**src/rtl/duty_cycle_meter.sv**
```systemverilog
// Dual-edge duty-cycle meter: measures rising-to-rising period and high time of sig_in
// in clockin half-cycles, with lock detection and sticky overflow.
module duty_cycle_meter #(
    parameter int CNT_W  = 12,
    parameter int LOCK_N = 4
) (
    input  logic             clockin,
    input  logic             reset,
    input  logic             sig_in,
    output logic [CNT_W-1:0] period_hc,
    output logic [CNT_W-1:0] high_hc,
    output logic             meas_valid,
    output logic             locked,
    output logic             overflow
);

    typedef enum logic [1:0] {
        IDLE    = 2'd0,
        ARMED   = 2'd1,
        MEASURE = 2'd2
    } state_t;

    state_t           r_state;
    state_t           w_state_nx;
    logic             r_neg_smp;
    logic             r_prev;
    logic [CNT_W-1:0] r_cnt;
    logic [CNT_W-1:0] r_hcnt;
    logic [3:0]       r_lock_cnt;

    logic             w_rise0;
    logic             w_rise1;
    logic             w_rise;
    logic             w_match;
    logic [CNT_W-1:0] w_ones;
    logic [CNT_W-1:0] w_step;
    logic [CNT_W-1:0] w_start_cnt;
    logic [CNT_W-1:0] w_start_hcnt;
    logic [CNT_W:0]   w_sum;
    logic [CNT_W-1:0] w_cnt_nx;
    logic [CNT_W-1:0] w_hcnt_nx;
    logic [CNT_W-1:0] w_per_nx;
    logic [CNT_W-1:0] w_high_nx;
    logic [3:0]       w_lock_nx;
    logic             w_valid_nx;
    logic             w_ovf_nx;

    // Negedge half of the sample stream; consumed together with sig_in at the posedge.
    always_ff @(negedge clockin or posedge reset) begin
        if (reset) r_neg_smp <= 1'b0;
        else       r_neg_smp <= sig_in;
    end

    // Stream order per cycle: r_prev (last posedge sample), r_neg_smp, sig_in.
    // Only one rising edge fits in a cycle, since two would need 0,1,0,1 across three samples.
    always_comb begin
        w_rise0      = r_neg_smp & ~r_prev;
        w_rise1      = sig_in & ~r_neg_smp;
        w_rise       = w_rise0 | w_rise1;
        w_ones       = CNT_W'(r_neg_smp) + CNT_W'(sig_in);
        w_step       = w_rise1 ? CNT_W'(1) : (w_rise0 ? '0 : CNT_W'(2));
        w_start_cnt  = w_rise0 ? CNT_W'(2) : CNT_W'(1);
        w_start_hcnt = w_rise0 ? w_ones : CNT_W'(1);
        w_sum        = {1'b0, r_cnt} + {1'b0, w_step};
        w_match      = (w_sum[CNT_W-1:0] == period_hc) && (r_hcnt == high_hc);
    end

    always_comb begin
        w_state_nx = r_state;
        w_cnt_nx   = r_cnt;
        w_hcnt_nx  = r_hcnt;
        w_per_nx   = period_hc;
        w_high_nx  = high_hc;
        w_lock_nx  = r_lock_cnt;
        w_valid_nx = 1'b0;
        w_ovf_nx   = overflow;
        case (r_state)
            IDLE, ARMED: begin
                if (w_rise) begin
                    w_state_nx = MEASURE;
                    w_cnt_nx   = w_start_cnt;
                    w_hcnt_nx  = w_start_hcnt;
                end
            end
            MEASURE: begin
                if (w_sum[CNT_W]) begin
                    w_state_nx = ARMED;
                    w_ovf_nx   = 1'b1;
                    w_lock_nx  = '0;
                    w_cnt_nx   = '0;
                    w_hcnt_nx  = '0;
                end else if (w_rise) begin
                    // High count needs no edge-slot correction: a closing rise in the
                    // posedge slot implies the negedge slot was 0.
                    w_valid_nx = 1'b1;
                    w_per_nx   = w_sum[CNT_W-1:0];
                    w_high_nx  = r_hcnt;
                    w_cnt_nx   = w_start_cnt;
                    w_hcnt_nx  = w_start_hcnt;
                    if ((r_lock_cnt == '0) || !w_match) w_lock_nx = 4'd1;
                    else if (r_lock_cnt != '1)          w_lock_nx = r_lock_cnt + 4'd1;
                end else begin
                    w_cnt_nx  = w_sum[CNT_W-1:0];
                    w_hcnt_nx = r_hcnt + w_ones;
                end
            end
            default: w_state_nx = IDLE;
        endcase
    end

    always_ff @(posedge clockin or posedge reset) begin
        if (reset) begin
            r_state    <= IDLE;
            r_prev     <= 1'b0;
            r_cnt      <= '0;
            r_hcnt     <= '0;
            r_lock_cnt <= '0;
            period_hc  <= '0;
            high_hc    <= '0;
            meas_valid <= 1'b0;
            locked     <= 1'b0;
            overflow   <= 1'b0;
        end else begin
            r_state    <= w_state_nx;
            r_prev     <= sig_in;
            r_cnt      <= w_cnt_nx;
            r_hcnt     <= w_hcnt_nx;
            r_lock_cnt <= w_lock_nx;
            period_hc  <= w_per_nx;
            high_hc    <= w_high_nx;
            meas_valid <= w_valid_nx;
            locked     <= (w_lock_nx >= 4'(LOCK_N));
            overflow   <= w_ovf_nx;
        end
    end

endmodule

```
**config.mk**
```make
export PLATFORM = sky130hd
export DESIGN_NAME = duty_cycle_meter
export DESIGN_NICKNAME = d
export VERILOG_FILES = /design/src/rtl/duty_cycle_meter.sv
export SDC_FILE = /design/constraint.sdc
export NUM_CORES = 1
export LEC_CHECK = 0
export CORE_MARGIN = 5
export CORE_UTILIZATION = 30
export DETAILED_ROUTE_END_ITERATION = 10
export RECOVER_POWER = 25
export SYNTH_ARGS = -nofsm -noshare
export SYNTH_HDL_FRONTEND = slang
export SYNTH_SLANG_ARGS = --single-unit
```
**constraint.sdc**
```tcl
create_clock -name clockin -period 4.41 [get_ports clockin]
set_clock_uncertainty 0.2 [all_clocks]
set_input_delay 0.441 -clock clockin [delete_from_list [all_inputs] [get_ports clockin]]
set_output_delay 0.441 -clock clockin [all_outputs]
set_load 0.01 [all_outputs]
```
==> summary.md, run 1 <==
| Metric | Value |
|---|---|
| Mapped Cells | 375 |
| Cts hold-fix bufs | 0 |
| Starting Density | 30.79% |
| Clk root buf | clkbuf_16 |
| Initial antenna violation count | 0 |
| Overall Global Routing Usage | 13.82% |
| Synth unique cells | 66 |
| # clock sinks | 59 |
| Placeable Area | 11470 µm² |
| First-pass GRT wire length | 15.56 mm |
| EDFF count, synth | 0 |
| Slew Limit Fails | 0 |
| Area of the mapped netlist | 3531 µm² |
| Final nets | 477 |
| DRC Markers | 0 |
| Clk Latency, worst-skew pair | 0.34 ns |
| DR vias/cell | 5.059 |
| DR vias | 3101 |
| Vias in the first global route | 3017 |
| Run status | finished, violations left |
| Crit path top cell by count | ha_4 |
| HP Class | flop to flop |
| CP Capture Type | flop |
| H-tree levels | 3 |
| ANT nets after route | 0 |
| Normalized max-slew margin | 3.019% |
| Syn_area_per_cell | 9.416 µm² |
| Fin cells | 613 |
| Final hold vios | 0 |
| CTS buffer count | 9 |
| RSZ-0062 raised after global routing | yes |
| PortBufs | 29 |
| Warnings from Yosys | 0 |
| Clock Pin Slew Worst Setup and Hold Paths | 0.05 ns |
| Final Worst Setup Slack | -0.6876 ns |
| Critical Path RT | 4.47 ns |
| 1st-pass router iterations | 4 |
| Asr flop ratio synth | 100.0% |
| Placed Cells | 578 |
| Grt total ovfl | 0 |
| Setup Crit Path Kind | flop to flop |
| Antenna Cells | 0 |
| 1st-iter DRT viols | 131 |
| Critical-path cell list | inv_2 -> ha_4 -> inv_4 -> nand2_4 -> xnor2_4 -> ha_4 -> xor2_2 -> a2111oi_4 -> nand4_1 -> a211oi_2 -> o211a_1 -> nand3_4 -> a211o_1 -> o21ai_1 |
| Total power | 2785 µW |
| RePlAce Congestion | 0.9081 |
| Count of final setup violators | 57 |
| Slowest Stage Delay on Critical Path | 0.42 ns |
| Avg WL per Cell | 16.23 µm |
| CP delay by family, top | compound AO/OA/AOI/OAI gates |
| Syn_nets | 387 |
| WL final | 9.950 mm |
| Crit path DAT | 5.16 ns |
| CP bufs+invs | 2 |
| Clock buffer depth | 2 |
| Die width | 118.5 µm |
| CTS tree | yes |
| Layout area overhead | 49.54% |
| Share of cells above drive strength 1 | 37.66% |
| Most used DFF post-synth | dfrtp_1 |
| Die H | 118.5 µm |
| Failing checks | setup timing |
| CP max-delay cell | dfrtn_1 |
| Leakage Power | 0.002251 µW |
| Yosys reg bits | 59 |
| Largest net degree at the start of global routing | 59 |
| Max-Cap Viols | 0 |
| Cell Pwr Density | 527.4 nW/µm² |
| Sequential area share after synthesis | 41.81% |
| # rows | 39 |
| Num ports | 30 |
| Post-route setup TNS | -27.95 ns |
| HPWL Detailed | 6.637 mm |
| Critical path launch point type | flop |
| WHS | 0.2806 ns |
| Peak supply drop | 0.2299 mV |
| Least-Margin Pin Slew | 1.455 ns |
| Die ar. | 14040 µm² |
| CP Max Fanout | 8 |
[cells by family (layout without fill, tap and decap cells)]
family	count (synthesis)	in the layout	synth area share, %
compound gates	84	84	16.12
flops	59	59	41.81
simple gates	141	141	20.69
mux	13	13	4.111
buf+inv	29	124	3.933
xor+xnor	40	40	9.922
fa+ha+maj	9	9	3.402
[cells in the mapped netlist, drive strengths merged (10+ instances only)]
| cell | number | share of area [%] |
|---|---|---|
| xnor2 | 28 | 6.9 |
| buf | 10 | 1.9 |
| nor2 | 29 | 3.2 |
| nand3 | 15 | 2.3 |
| a21oi | 10 | 1.8 |
| dfrtp | 58 | 41 |
| inv | 12 | 1.3 |
| o21ai | 40 | 5.7 |
| nor3 | 10 | 2.1 |
| nand2 | 51 | 5.6 |
| xor2 | 12 | 3.0 |
| mux2 | 12 | 3.8 |
[path summary, 6_finish.rpt]
check	startpoint	depth (start not counted)	slack, ns	endpoint
min in group asynchronous	reset	3	0.95	period_hc[3]
max in group asynchronous	reset	2	1.53	r_neg_smp
setup reg to reg	r_neg_smp	14	-0.69	flop
setup / recovery	r_neg_smp	14	-0.69	flop
hold / removal	overflow	1	0.28	overflow
hold reg to reg	overflow	1	0.28	overflow
[metal layers]
layer | track usage (%) | share of wire [%] | wire length, µm
met2 | 21.66 | 48 | 4789
met1 | 18.48 | 47 | 4658
met3 | 4.107 | 3.5 | 348
met5 | 0 | 0 | 0
met4 | 4.252 | 1.5 | 153
[layout make-up]
| class | count | area [µm²] |
|---|---|---|
| Sequential cell | 59 | 1476 |
| Clock inverter | 6 | 88.84 |
| Timing Repair Buffer | 96 | 943.4 |
| Fill cell | 1026 | 6187 |
| Inverter | 12 | 52.55 |
| Tap cell | 143 | 178.9 |
| Multi-Input combinational cell | 287 | 2301 |
| Clock buffer | 10 | 239.0 |
[per-stage QoR]
stage | utilization [%] | worst slack, ns | instance area [µm²]
CTS | 44.22 | -0.6727 | 5071
detailed placement | 38.18 | -0.7980 | 4378
floorplan | - | -0.6785 | 3689
finish | 46.04 | -0.6876 | 5280
global route | 46.04 | -0.8272 | 5280
global placement | 38.18 | -0.6677 | 4378
[timing repair]
item                                    CTS  global route
endpoints found under the setup margin   57            57
pin swaps                                15            10
resized for setup                        70            50
gates cloned                              0             2
buffers inserted                         17             6
[power breakdown]
part / internal [µW] / switching [µW] / total, µW / leakage [µW]
clock: 509 / 260 / 769 / 0.000155
combinational: 639 / 630 / 1270 / 0.00130
sequential: 614 / 133 / 747 / 0.000794
total: 1760 / 1020 / 2780 / 0.00225
[cells in the final DEF (no fill, tap or decap), types with 3 or more instances in the layout]
cell	Yosys	final
inv_1	11	9
buf_4	2	37
nand2_4	1	10
nor3_2	0	3
a21o_1	3	3
clkdlybuf4s50_1	0	28
nand3_1	14	12
nand4_1	4	4
o21ai_0	38	5
buf_6	2	20
xnor2_1	28	27
nor3b_1	4	4
and3_1	4	4
a21oi_1	8	7
o21ai_2	0	17
nand2_1	50	30
mux2_4	0	11
nand2b_1	8	8
nand2_2	0	11
nor2_2	2	5
clkbuf_16	0	10
dfrtp_1	58	58
o21ai_1	2	18
ha_1	8	5
nor3_1	8	5
and2_1	3	3
nor2_1	27	22
xor2_1	12	11
buf_8	0	5
[flip-flops by register name (all words and copies together) (netlist names), named ones only]
register    flops
r_state         2
overflow        1
r_prev          1
locked          1
r_lock_cnt      2
r_neg_smp       1
period_hc      12
r_cnt          12
high_hc        12
r_hcnt         12
meas_valid      1
[worst reg2reg max path: stages (launching register included)]
cell and delay [ns]:
dfrtn_1 0.42, inv_2 0.06, ha_4 0.18, inv_4 0.06, nand2_4 0.06, xnor2_4 0.15
ha_4 0.23, xor2_2 0.15, a2111oi_4 0.30, nand4_1 0.15, a211oi_2 0.16, o211a_1 0.20
nand3_4 0.14, a211o_1 0.27, o21ai_1 0.07
No activity file was read; power rests on OpenSTA's default activity.
==> inputs of run 2 (changes only) <==
Settings changed: GPL_ROUTABILITY_DRIVEN set to 0, PLACE_DENSITY_LB_ADDON set to 0.08.
Clock period 4.41 ns to 4.7 ns, I/O delays scaled along.
==> summary.md, run 2 (synthesis gave the netlist of run 1 again) <==
| Metric | Value |
|---|---|
| Post-route setup TNS | -23.73 ns (+4.217 ns) |
| WL final | 10.25 mm (+3.0%) |
| Layout area overhead | 48.16% |
| HPWL Detailed | 7.171 mm (+8.1%) |
| 1st-pass router iterations | 4 (unchanged) |
| Internal | 1596 µW (-9.4%) |
| First-pass GRT wire length | 16.44 mm (+5.6%) |
| Worst R2R Start | r_neg_smp |
| Critical Path RT | 4.77 ns (+0.30 ns) |
| Clock power share | 26.0% (-1.6 points) |
| CP Max Fanout | 8 (unchanged) |
| Share of cells above drive strength 1 | 35.85% (-1.8 points) |
| Clk root buf | clkbuf_16 |
| Critical-path cell list | inv_2 -> ha_4 -> inv_4 -> nand2_4 -> xnor2_4 -> ha_4 -> xor2_2 -> a2111oi_4 -> nand4_1 -> a211oi_2 -> o211a_1 -> nand3_4 -> nor3_2 -> o32a_1 |
| Cell count along the critical path | 14 (unchanged) |
| 1st-iter DRT viols | 230 (+76%) |
| Reg2reg end | r_lock_cnt[3] |
| Final Worst Setup Slack | -0.5691 ns (+0.1185 ns) |
| Crit path top cell by count | ha_4 |
| Design area | 5231 µm² (-0.92%) |
| Clk Latency, worst-skew pair | 0.34 ns (about the same) |
| Fin cells | 606 (-1.1%) |
| Flop-to-flop setup slack | -0.57 ns (+0.12 ns) |
| Reg2reg path depth | 14 (unchanged) |
| # clock sinks | 59 (unchanged) |
| Slowest Stage Delay on Critical Path | 0.42 ns (about the same) |
| ANT nets after route | 0 (unchanged) |
| RSZ-0062 raised after global routing | yes |
| Vias in the first global route | 3011 (-0.20%) |
| Placed Area | 4400 µm² (+0.51%) |
| Pre-CTS setup slack | -0.6474 ns (+0.1506 ns) |
| Antenna Cells | 0 (unchanged) |
| Clock buffer depth | 2 (unchanged) |
| Die ar. | 14040 µm² (unchanged) |
| PortBufs | 29 (unchanged) |
| Clock Pin Slew Worst Setup and Hold Paths | 0.05 ns (about the same) |
| Setup Crit Path Kind | flop to flop |
| Count of final setup violators | 56 (-1.8%) |
| Largest net degree at the start of global routing | 59 (unchanged) |
| Peak supply drop | 0.2639 mV (+15%) |
| Final nets | 470 (-1.5%) |
| HP Class | flop to flop |
| Avg WL per Cell | 16.91 µm (+4.2%) |
| Net Sw Power | 941.4 µW (-7.9%) |
| Overall Global Routing Usage | 14.65% (+0.82 points) |
| Max-Cap Viols | 1 (+1) |
| CTS tree | yes |
| Num ports | 30 (unchanged) |
| Critical path launch point type | flop |
| Seq pwr share | 27.8% (+1.0 points) |
| DR vias/cell | 5.013 (-0.90%) |
| End of the critical path | r_lock_cnt[3] |
| DR vias | 3038 (-2.0%) |
| # rows | 39 (unchanged) |
| CTS buffer count | 9 (unchanged) |
| Most common cell after layout, fill and taps aside | dfrtp_1 |
| Commonest cells after routing, fill and taps aside | 58 x dfrtp_1, 37 x buf_4, 33 x nand2_1, 28 x clkdlybuf4s50_1, 27 x xnor2_1 |
| Sw frac | 37.10% (+0.38 points) |
| Starting Density | 30.79% (unchanged) |
| Final hold vios | 0 (unchanged) |
| Grt total ovfl | 0 (unchanged) |
| DRC Markers | 0 (unchanged) |
| CP Capture Type | flop |
| HP Start | overflow |
| CP bufs+invs | 2 (unchanged) |
| Crit path DAT | 5.33 ns (+0.17 ns) |
| Die width | 118.5 µm (unchanged) |
| Leakage Power | 0.002217 µW (-1.5%) |
| Total power | 2537 µW (-8.9%) |
| Run status | finished, violations left |
| Die H | 118.5 µm (unchanged) |
| H-tree levels | 3 (unchanged) |
| CP delay by family, top | compound AO/OA/AOI/OAI gates |
| Initial antenna violation count | 0 (unchanged) |
| CP max-delay cell | dfrtn_1 |
| Placeable Area | 11470 µm² (unchanged) |
| Logic pwr share | 46.3% (+0.7 points) |
| Fillers | 1122 (+9.4%) |
| Failing checks | capacitance limit, slew limit, setup timing |
| Slew Limit Fails | 59 (+59) |
| Placed Cells | 576 (-0.35%) |
| Least-Margin Pin Slew | 1.517 ns (+0.06242 ns) |
| Normalized max-slew margin | -1.143% (-4.2 points) |
| Setup crit start | r_neg_smp |
| Cell Pwr Density | 485.0 nW/µm² (-8.0%) |
## run 2: final cells by class
type / instances / area [µm²] / area share, %
clock inverter: 5 / 52.55 / 1.005
timing repair buffer: 89 / 908.4 / 17.36
multi-input combinational: 287 / 2320 / 44.34
tap: 143 / 178.9 / 3.420
clock buffer: 11 / 242.7 / 4.640
inverter: 12 / 52.55 / 1.005
sequential: 59 / 1476 / 28.22
## run 2: layer usage
layer  GRT usage, %  wire [µm]  vias up
met5              0          0        -
met1          20.68       4913     1495
met4          4.607        140        0
met2          22.61       4832       51
met3          2.961        362       11
li1               -          -     1481
## run 2: power groups by stage
| stage | Sequential, µW | Combinational (µW) | Clock (µW) |
|---|---|---|---|
| final | 704 | 1170 | 659 |
| after global routing | 722 | 1270 | 704 |
| after CTS | 690 | 913 | 681 |
| after detailed placement | 698 | 884 | 0 |
| after global placement | 696 | 887 | 0 |
| after floorplan | 661 | 538 | 0 |
## run 2: worst min-delay path by stage
stage / slack, ns / cells after the start / to
final: 0.27 / 1 / overflow
after global routing: 0.31 / 1 / overflow
after CTS: 0.27 / 1 / overflow
after detailed placement: 0.26 / 1 / overflow
after global placement: 0.26 / 1 / overflow
after floorplan: 0.26 / 1 / r_cnt[0]
## run 2: timing repair
| item | CTS | global route |
|---|---|---|
| hold buffers | 0 | 0 |
| endpoints found under the setup margin | 55 | 56 |
| buffers inserted | 2 | 11 |
| resized for setup | 11 | 94 |
| cloned | 0 | 2 |
| pin swaps | 5 | 25 |
## run 2: per-stage QoR
stage,hold slack (ns),util (%)
after floorplan,0.2610,-
after global placement,0.2626,38.37
after detailed placement,0.2566,38.37
after CTS,0.2734,41.51
after global routing,0.3141,45.62
final,0.2689,45.62
## run 2: worst register-to-register path: stages, from the launching register on
cell and delay (ns):
dfrtn_1 0.42, inv_2 0.06, ha_4 0.18, inv_4 0.06, nand2_4 0.06, xnor2_4 0.13, ha_4 0.27, xor2_2 0.16
a2111oi_4 0.24, nand4_1 0.15, a211oi_2 0.22, o211a_1 0.21, nand3_4 0.14, nor3_2 0.19, o32a_1 0.16
